[src/rtl/bfly_pkg.sv]
// ============================================================================
// Module  : bfly_pkg
// Brief   : Shared types and fixed-point helpers for the radix-2 butterfly.
//           BFLY_ROUND_EN selects round-half-up shifts instead of floor.
// Rev     : 1.0  initial release
// ============================================================================
`default_nettype none

package bfly_pkg;

    localparam int H  = 16;
    // Intermediate width for shifts/saturation; covers 2H+1-bit products for H up to 31.
    localparam int XW = 64;

    typedef logic signed [XW-1:0] wide_t;

    typedef struct packed {
        logic signed [H-1:0] re;
        logic signed [H-1:0] im;
    } cplx_t;

    function automatic wide_t rnd_shr(input wide_t x, input int n);
`ifdef BFLY_ROUND_EN
        return (x + (wide_t'(1) <<< (n - 1))) >>> n;
`else
        return x >>> n;
`endif
    endfunction

    function automatic wide_t sat_h(input wide_t x, input int h, output logic ovf);
        wide_t hi;
        wide_t lo;
        wide_t res;
        hi  = (wide_t'(1) <<< (h - 1)) - wide_t'(1);
        lo  = -(wide_t'(1) <<< (h - 1));
        ovf = 1'b0;
        res = x;
        if (x > hi) begin
            res = hi;
            ovf = 1'b1;
        end else if (x < lo) begin
            res = lo;
            ovf = 1'b1;
        end
        return res;
    endfunction

endpackage

`default_nettype wire

[src/rtl/bfly_pipe_if.sv]
// ============================================================================
// Module  : bfly_pipe_if
// Brief   : Operand/result handshake bundle of the butterfly pipeline.
// Rev     : 1.0  initial release
// ============================================================================
`default_nettype none

interface bfly_pipe_if #(
    parameter int WIDTH = 32
);
    logic             in_valid;
    logic             in_ready;
    logic [WIDTH-1:0] a;
    logic [WIDTH-1:0] b;
    logic [WIDTH-1:0] w;
    logic             scale;
    logic             out_valid;
    logic             out_ready;
    logic [WIDTH-1:0] sum;
    logic [WIDTH-1:0] diff;
    logic             ovf;
    logic             ovf_clr;

    modport master (
        output in_valid, a, b, w, scale, out_ready, ovf_clr,
        input  in_ready, out_valid, sum, diff, ovf
    );

    modport slave (
        input  in_valid, a, b, w, scale, out_ready, ovf_clr,
        output in_ready, out_valid, sum, diff, ovf
    );
endinterface

`default_nettype wire

[src/rtl/bfly_pipe_cmul.sv]
// ============================================================================
// Module  : cmul_pipe
// Brief   : Registered complex multiply T = W*B with round/shift/saturate.
//           Rounding follows BFLY_ROUND_EN via bfly_pkg::rnd_shr.
// Rev     : 1.0  initial release
// ============================================================================
`default_nettype none

module cmul_pipe
    import bfly_pkg::*;
#(
    parameter int H    = 16,
    parameter int FRAC = H - 1
) (
    input  logic                clk,
    input  logic                en_i,
    input  logic signed [H-1:0] b_re_i,
    input  logic signed [H-1:0] b_im_i,
    input  logic signed [H-1:0] w_re_i,
    input  logic signed [H-1:0] w_im_i,
    output logic signed [H-1:0] t_re_o,
    output logic signed [H-1:0] t_im_o,
    output logic                t_ovf_o
);

    logic signed [2*H-1:0] p1_q, p2_q, p3_q, p4_q;
    logic signed [2*H:0]   w_tr, w_ti;
    logic                  w_ovf_re, w_ovf_im;

    always_ff @(posedge clk) begin
        if (en_i) begin
            p1_q <= (2*H)'(w_re_i) * (2*H)'(b_re_i);
            p2_q <= (2*H)'(w_im_i) * (2*H)'(b_im_i);
            p3_q <= (2*H)'(w_im_i) * (2*H)'(b_re_i);
            p4_q <= (2*H)'(w_re_i) * (2*H)'(b_im_i);
        end
    end

    assign w_tr = (2*H+1)'(p1_q) - (2*H+1)'(p2_q);
    assign w_ti = (2*H+1)'(p3_q) + (2*H+1)'(p4_q);

    always_comb begin
        w_ovf_re = 1'b0;
        w_ovf_im = 1'b0;
        t_re_o   = H'(sat_h(rnd_shr(wide_t'(w_tr), FRAC), H, w_ovf_re));
        t_im_o   = H'(sat_h(rnd_shr(wide_t'(w_ti), FRAC), H, w_ovf_im));
        t_ovf_o  = w_ovf_re | w_ovf_im;
    end

endmodule

`default_nettype wire

[src/rtl/bfly_pipe.sv]
// ============================================================================
// Module  : bfly_pipe
// Brief   : 3-stage elastic radix-2 DIT butterfly: sum/diff = A +/- W*B with
//           scaling, saturation and sticky overflow. Macro: BFLY_ROUND_EN.
// Rev     : 1.0  initial release
// ============================================================================
`default_nettype none

module bfly_pipe
    import bfly_pkg::*;
#(
    parameter int WIDTH = 32,
    parameter int FRAC  = WIDTH / 2 - 1
) (
    input  logic       clk,
    input  logic       rst_n,
    bfly_pipe_if.slave bus
);

    localparam int HW = WIDTH / 2;

    logic             v1_q, v2_q, v3_q;
    logic [WIDTH-1:0] a1_q, b1_q, w1_q, a2_q;
    logic             s1_q, s2_q;
    logic [WIDTH-1:0] sum_q, diff_q, sum_d, diff_d;
    logic             ovf_q, ovf_d;

    logic             w_adv1, w_adv2, w_adv3, w_ld2, w_ld3;
    logic signed [HW-1:0] w_a_re, w_a_im, w_t_re, w_t_im;
    logic             w_t_ovf;
    logic             w_ov_sr, w_ov_si, w_ov_dr, w_ov_di;

    // A stage may load when empty or when its successor is loading.
    assign w_adv3 = !v3_q || bus.out_ready;
    assign w_adv2 = !v2_q || w_adv3;
    assign w_adv1 = !v1_q || w_adv2;
    assign w_ld2  = w_adv2 && v1_q;
    assign w_ld3  = w_adv3 && v2_q;

    always_ff @(posedge clk) begin
        if (!rst_n) begin
            v1_q   <= 1'b0;
            v2_q   <= 1'b0;
            v3_q   <= 1'b0;
            sum_q  <= '0;
            diff_q <= '0;
            ovf_q  <= 1'b0;
        end else begin
            if (w_adv1) v1_q <= bus.in_valid;
            if (w_adv2) v2_q <= v1_q;
            if (w_adv3) v3_q <= v2_q;
            if (w_ld3) begin
                sum_q  <= sum_d;
                diff_q <= diff_d;
            end
            ovf_q <= ovf_d;
        end
    end

    always_ff @(posedge clk) begin
        if (w_adv1 && bus.in_valid) begin
            a1_q <= bus.a;
            b1_q <= bus.b;
            w1_q <= bus.w;
            s1_q <= bus.scale;
        end
        if (w_ld2) begin
            a2_q <= a1_q;
            s2_q <= s1_q;
        end
    end

    cmul_pipe #(
        .H    (HW),
        .FRAC (FRAC)
    ) u_cmul (
        .clk     (clk),
        .en_i    (w_ld2),
        .b_re_i  (b1_q[WIDTH-1:HW]),
        .b_im_i  (b1_q[HW-1:0]),
        .w_re_i  (w1_q[WIDTH-1:HW]),
        .w_im_i  (w1_q[HW-1:0]),
        .t_re_o  (w_t_re),
        .t_im_o  (w_t_im),
        .t_ovf_o (w_t_ovf)
    );

    assign w_a_re = a2_q[WIDTH-1:HW];
    assign w_a_im = a2_q[HW-1:0];

    function automatic wide_t lane_sat(input wide_t x, input logic sc, output logic ov);
        return sat_h(sc ? rnd_shr(x, 1) : x, HW, ov);
    endfunction

    always_comb begin
        w_ov_sr = 1'b0;
        w_ov_si = 1'b0;
        w_ov_dr = 1'b0;
        w_ov_di = 1'b0;
        sum_d   = '0;
        diff_d  = '0;
        sum_d[WIDTH-1:HW]  = HW'(lane_sat(wide_t'(w_a_re) + wide_t'(w_t_re), s2_q, w_ov_sr));
        sum_d[HW-1:0]      = HW'(lane_sat(wide_t'(w_a_im) + wide_t'(w_t_im), s2_q, w_ov_si));
        diff_d[WIDTH-1:HW] = HW'(lane_sat(wide_t'(w_a_re) - wide_t'(w_t_re), s2_q, w_ov_dr));
        diff_d[HW-1:0]     = HW'(lane_sat(wide_t'(w_a_im) - wide_t'(w_t_im), s2_q, w_ov_di));
        // A fresh saturation outranks a same-cycle clear.
        ovf_d = ovf_q;
        if (bus.ovf_clr) ovf_d = 1'b0;
        if (w_ld3 && (w_t_ovf || w_ov_sr || w_ov_si || w_ov_dr || w_ov_di)) ovf_d = 1'b1;
    end

    assign bus.in_ready  = w_adv1;
    assign bus.out_valid = v3_q;
    assign bus.sum       = sum_q;
    assign bus.diff      = diff_q;
    assign bus.ovf       = ovf_q;

endmodule

`default_nettype wire

[src/flat_wrapper.sv]
// flat-port wrapper written by rule: the top's interface ports become plain ports
module bfly_pipe_flat import bfly_pkg::*;
#(
    parameter int WIDTH = 32,
    parameter int FRAC  = WIDTH / 2 - 1
)
  (clk, rst_n, bus_in_valid, bus_a, bus_b, bus_w, bus_scale, bus_out_ready, bus_ovf_clr, bus_in_ready, bus_out_valid, bus_sum, bus_diff, bus_ovf);
  bfly_pipe_if #(.WIDTH(WIDTH)) bus_i ();
  input  logic clk;
  input  logic rst_n;
  input wire logic [$bits(bus_i.in_valid)-1:0] bus_in_valid;
  input wire logic [$bits(bus_i.a)-1:0] bus_a;
  input wire logic [$bits(bus_i.b)-1:0] bus_b;
  input wire logic [$bits(bus_i.w)-1:0] bus_w;
  input wire logic [$bits(bus_i.scale)-1:0] bus_scale;
  input wire logic [$bits(bus_i.out_ready)-1:0] bus_out_ready;
  input wire logic [$bits(bus_i.ovf_clr)-1:0] bus_ovf_clr;
  output wire logic [$bits(bus_i.in_ready)-1:0] bus_in_ready;
  output wire logic [$bits(bus_i.out_valid)-1:0] bus_out_valid;
  output wire logic [$bits(bus_i.sum)-1:0] bus_sum;
  output wire logic [$bits(bus_i.diff)-1:0] bus_diff;
  output wire logic [$bits(bus_i.ovf)-1:0] bus_ovf;
  assign bus_i.in_valid = bus_in_valid;
  assign bus_i.a = bus_a;
  assign bus_i.b = bus_b;
  assign bus_i.w = bus_w;
  assign bus_i.scale = bus_scale;
  assign bus_i.out_ready = bus_out_ready;
  assign bus_i.ovf_clr = bus_ovf_clr;
  assign bus_in_ready = bus_i.in_ready;
  assign bus_out_valid = bus_i.out_valid;
  assign bus_sum = bus_i.sum;
  assign bus_diff = bus_i.diff;
  assign bus_ovf = bus_i.ovf;
  bfly_pipe #(.WIDTH(WIDTH), .FRAC(FRAC)) u_core (.clk(clk), .rst_n(rst_n), .bus(bus_i));
endmodule
[config.mk]
export PLATFORM = sky130hd
export DESIGN_NAME = bfly_pipe_flat
export DESIGN_NICKNAME = d
export VERILOG_FILES = /design/src/rtl/bfly_pkg.sv /design/src/rtl/bfly_pipe_if.sv /design/src/rtl/bfly_pipe_cmul.sv /design/src/rtl/bfly_pipe.sv /design/src/flat_wrapper.sv
export SDC_FILE = /design/constraint.sdc
export NUM_CORES = 2
export LEC_CHECK = 0
export ABC_AREA = 1
export BUFFER_PORTS_ARGS = -buffer_cell sky130_fd_sc_hd__buf_2
export CORE_AREA = 2 2 302 304
export DETAILED_ROUTE_END_ITERATION = 10
export DIE_AREA = 0 0 304 306
export HOLD_SLACK_MARGIN = 0.1
export PLACE_DENSITY = 0.82
export SYNTH_ARGS = -nofsm -noshare
export SYNTH_HDL_FRONTEND = slang
export SYNTH_SLANG_ARGS = --single-unit
[constraint.sdc]
create_clock -name clk -period 12.21 [get_ports clk]
set_clock_uncertainty 0.05 [all_clocks]
set_input_delay 2.442 -clock clk [delete_from_list [all_inputs] [get_ports clk]]
set_output_delay 2.442 -clock clk [all_outputs]
set_load 0.01 [all_outputs]
After elaboration in Yosys (flattened, before gate mapping):

Cells that the tools add are included.

* add/subtract/negate cells: 6
* $mul: 4
* magnitude comparators: 12
* mux-type cells: 30
* bitwise operators: 1
* reductions and logical operators: 15

Operator list (count)
* 16-bit two-way mux: 16
* 16-bit by 16-bit multiplier with 32-bit output: 4
* 17-bit by 16-bit greater-than comparator with 1-bit output (second input constant): 4
* 17-bit by 16-bit < comparator with 1-bit output (second input constant): 4
* 18-bit by 16-bit greater-than comparator with 1-bit output (second input constant): 2
* 18-bit by 16-bit < comparator with 1-bit output (second input constant): 2
* 16-bit by 16-bit adder with 17-bit output: 2
* 16-bit by 16-bit subtractor with 17-bit output: 2
* 32-bit by 32-bit adder with 33-bit output: 1
* 32-bit by 32-bit subtractor with 33-bit output: 1
* 1-bit two-way mux: 14
* 1-bit logical OR: 7
* 1-bit logical AND: 4
* 1-bit zero test: 3
* 2-bit nonzero test: 1
* 1-bit OR: 1

* flip-flop bits (word level): 326
* input port bits: 102
* output and inout bits: 67
* logic and storage cells: 84

Depth between registers and ports, before layout:

* depth in word-level cells: 15
* depth in mapped cells: 38
* gate-level depth less buffers: 37

By module:

Synthesis repeated with hierarchy kept, for this count alone.

* cell total of the unflattened synthesis: 7335
* area, all modules: 59540.9 um^2

By module, submodules not included
* cmul_pipe: times used 1, cells each 6109, area an instance 48801.8 um^2, sequential area each 3843.7 um^2
* bfly_pipe: times used 1, cells each 1226, area an instance 10739.0 um^2, sequential area each 5265.0 um^2

Worst setup path after synthesis:

OpenSTA, ideal clock, no wires.

* kind: input-to-reg
* from: in bus_out_ready
* to: reg u_core.a2_q[0], enable pin
* setup time: 514 ps
* data arrival time: 5820 ps
* required time: 11646 ps
* setup slack: 5826 ps
* stages: 6
* path buffers: 0
* path through: inv_1 > nand2_1 > nor2_1 > inv_1 > nand2_1 > inv_1

* word-level cells in the longest chain between the ends: 3

Ends and longest elaborated chain
* from (decl): line flat_wrapper.sv:16 `input wire logic [$bits(bus_i.out_ready)-1:0] bus_out_ready;`
* 1-bit logical OR: line bfly_pipe.sv:34 `assign w_adv3 = !v3_q || bus.out_ready;`
* 1-bit logical OR: line bfly_pipe.sv:35 `assign w_adv2 = !v2_q || w_adv3;`
* 1-bit logical AND: line bfly_pipe.sv:37 `assign w_ld2 = w_adv2 && v1_q;`
* net u_core.u_cmul.en_i: line bfly_pipe_cmul.sv:16 `input logic en_i,`
* to (signal assigned): line bfly_pipe.sv:68 `a2_q <= a1_q;`
* to (decl): line bfly_pipe.sv:23 `logic [WIDTH-1:0] a1_q, b1_q, w1_q, a2_q;`

The timed path passes the listed nets, and every way through them passes these cells.
A chain may end at the register's enable or synchronous reset.

Worst setup path after layout:

* from: reg u_core.b1_q[17]
* to: reg u_core.u_cmul.p3_q[31] (data pin)

* word-level cells in the longest chain between the ends: 1

Ends and longest elaborated chain
* from (decl): line bfly_pipe.sv:23
* from (signal assigned): line bfly_pipe.sv:63 `b1_q <= bus.b;`
* 16-bit by 16-bit multiplier with 32-bit output: line bfly_pipe_cmul.sv:34 `p3_q <= (2*H)'(w_im_i) * (2*H)'(b_re_i);`
* to (signal assigned): line bfly_pipe_cmul.sv:34
* to (decl): line bfly_pipe_cmul.sv:26 `logic signed [2*H-1:0] p1_q, p2_q, p3_q, p4_q;`

Every way passes these cells.

==> key figures <==
Status
  • Outcome: completed

Synth
  • Cell variety after synth: 62
  • Synth Register Bits: 326
  • Post-synth net total: 8,538
  • Synth Cell Area: 57,900 um2
  • Synth warnings: 0
  • Mapped Cells: 6,917
  • Post-synthesis sequential area ratio: 15.7%
  • Syn Area/Cell: 8.37 um2

Clock network
  • Max Buffers Root-to-Sink: 3
  • Clk slew on worst S/H paths: 0.07 ns
  • CTS sink count: 326
  • H-tree Lvls: 2
  • # resized after CTS: 0
  • Cts bufs inserted: 39
  • Hold-fix buffers, CTS: 0
  • CTS tree: built
  • Clk_lat worst skew: 0.63 ns
  • Post-CTS setup buffers: 0
  • CTS Root Cell: clkbuf_16

Worst setup path
  • Crit-path max cell delay: 0.58 ns
  • CP arrival: 6.94 ns
  • Cell-by-cell trace of the critical path: buf_4 > nand2_1 > inv_1 > fa_1 > fa_1 > inv_1 > fa_1 > fa_1 > fa_1 > fa_1 > inv_1 > ha_1 > nand2_1 > nor4_1 > nand4_1 > nand3_1 > nand2_1 > o211ai_1 > a21oi_1 > xor2_1
  • Crit path max-delay family: adder cells
  • CP max stage cell: fa_1
  • Critical Path Start Type: register
  • Most used cell, CP: fa_1
  • Worst-path maximum fanout: 32
  • WP data required: 12.51 ns
  • CP Buf/Inv Count: 4
  • Worst Setup End Kind: register
  • Kind of critical path: register to register

Routing
  • TritonRoute pass-1 iters: 6
  • Routed vias/inst: 5.57
  • Routed vias: 45,500
  • Drc violations: 0
  • Total Routed Length: 151,000 um
  • Detail Route Antenna Nets: 0
  • Drt initial violations: 4,040
  • DR WL/cell: 18.5 um

Hold path
  • Hold Path Class: register to register

Global routing
  • Total track usage: 33.7%
  • Overflow after GRT: 0
  • Largest net degree at the start of global routing: 99
  • Initial antenna violation count: 3
  • Vias in the first global route: 48,600
  • First-pass GRT wire length: 248,000 um

STA
  • Final hold violations: 0
  • Max Clk Rate: 151 MHz
  • Headroom to the max-slew limit: 22.9%
  • Slew @ Worst Pin: 1.15 ns
  • Final count of negative-setup-slack endpoints: 0
  • Tcrit/Tclk final: 54.4%
  • Final min period: 6.64 ns
  • Slew Viols, Final: 0
  • Hold Worst Slack: 0.371 ns
  • Unrepaired setup endpoints after global routing: false
  • TNS Setup: 0 ns

Final layout
  • Multi-input gate area: 40,800 um2
  • Fin util: 68.3%
  • Area growth from synthesis to layout: 5.65%
  • Layout cells sized above 1: 5.69%
  • Register Area: 9110 um2
  • # nets final: 8,582
  • # fillers: 6,990

Place
  • Placer Congestion: 0.996
  • Port bufs: 168
  • Hpwl dp: 120,000 um

Floorplanning
  • Die area: 93,000 um2
  • Starting Density: 64.6%
  • Rows: 110
  • Die width: 304 um
  • DIE HEIGHT: 306 um
  • Core area: 89,600 um2
  • I/O pins: 169

Job
  • Max Cap Viol: 0
[synth_stat cells (all sizes together)]
| cell | number | area [um2] |
|---|---|---|
| a211oi | 3 | 22.5 |
| a21boi | 6 | 60.1 |
| a21o | 8 | 60.1 |
| a21oi | 329 | 1740 |
| a221oi | 1 | 8.76 |
| a311oi | 1 | 8.76 |
| a31o | 1 | 8.76 |
| a31oi | 30 | 215 |
| and3 | 2 | 12.5 |
| buf | 17 | 111 |
| clkbuf | 217 | 820 |
| clkinv | 1 | 3.75 |
| dfxtp | 68 | 1360 |
| edfxtp | 258 | 7750 |
| fa | 1052 | 21100 |
| ha | 467 | 5840 |
| inv | 1881 | 7060 |
| nand2 | 1687 | 6390 |
| nand3 | 155 | 818 |
| nand3b | 1 | 7.51 |
| nand4 | 12 | 75.1 |
| nor2 | 206 | 806 |
| nor3 | 35 | 198 |
| nor4 | 11 | 81.3 |
| nor4b | 2 | 17.5 |
| o2111ai | 4 | 35.0 |
| o211a | 1 | 10.0 |
| o211ai | 31 | 233 |
| o21a | 6 | 45.0 |
| o21ai | 162 | 841 |
| o21bai | 29 | 221 |
| o221ai | 3 | 26.3 |
| o31ai | 7 | 52.6 |
| or2 | 13 | 86.3 |
| xnor2 | 84 | 736 |
| xor2 | 126 | 1100 |
[per-layer routing]
layer  vias to the layer above  track usage, %  routed length [um]
met3                       578            6.41               14400
met5                         -               0                  42
li1                      20500               -                   -
met2                      2303            55.9               71300
met4                         6            18.0                9030
met1                     22100            42.3               56500
[placed cells by master (no fill, tap or decap), types with 27 or more instances in the layout]
master     count
xor2_1       126
nand2_1     1667
clkbuf_16     39
nor2_1       199
buf_2        168
dfxtp_1       68
o21bai_1      28
inv_1       1867
buf_4         69
fa_1        1052
o211ai_1      31
nand3_1      148
o21ai_0      140
a31oi_1       27
a21oi_1      310
ha_1         467
edfxtp_1     258
nor3_1        33
xnor2_1       84
[flip-flops by register name, summed over array words and instances, names as in the netlist, 32 cells and up]
register and count:
u_core.a1_q 32, u_core.a2_q 32, u_core.b1_q 32, u_core.bus.diff 32, u_core.bus.sum 32, u_core.u_cmul.p1_q 32, u_core.u_cmul.p2_q 32, u_core.u_cmul.p3_q 32
u_core.u_cmul.p4_q 32, u_core.w1_q 32
[worst paths after layout]
path | startpoint | end | slack (ns) | cells past startpoint
setup reg to reg | u_core.b1_q[17] | u_core.u_cmul.p3_q[31] | 5.57 | 20
hold / removal | u_core.a1_q[7] | u_core.a2_q[7] | 0.37 | 0
hold reg to reg | u_core.a1_q[7] | u_core.a2_q[7] | 0.37 | 0
setup / recovery | u_core.b1_q[17] | u_core.u_cmul.p3_q[31] | 5.57 | 20
[per-stage QoR]
stage	instance area (um2)	setup slack, ns	std cells
3_3_place_gp	59800	5.81	8096
6_report	61200	5.57	8170
4_1_cts	61200	5.64	8168
2_1_floorplan	57900	5.83	6917
3_5_place_dp	59800	5.66	8096
5_1_grt	61200	5.25	8168
[cell families (layout without fill, tap and decap cells)]
logic type	Yosys count	in the layout	share of synthesized area [%]
and+or+nand+nor	2124	2124	14.7
buffers and inverters	2116	2191	13.8
adders and majority gates	1519	1519	46.4
AOI/OAI and AO/OA	622	622	6.20
DFF	326	326	15.7
xor gates and xnor gates	210	210	3.18
other	0	2	0
[area by class of cell]
type                            count  share of cell area [%]
Multi-Input combinational cell   4475                    66.7
Sequential cell                   326                    14.9
Inverter                         1882                    11.6
Tap cell                         1176                    2.40
Timing Repair Buffer              237                    2.22
Clock buffer                       43                    1.64
Clock inverter                     29                   0.585
Antenna cell                        2                 0.00818
Power is not shown: default switching activity piles up to over one toggle a cycle in this logic, so the estimate is an artifact.
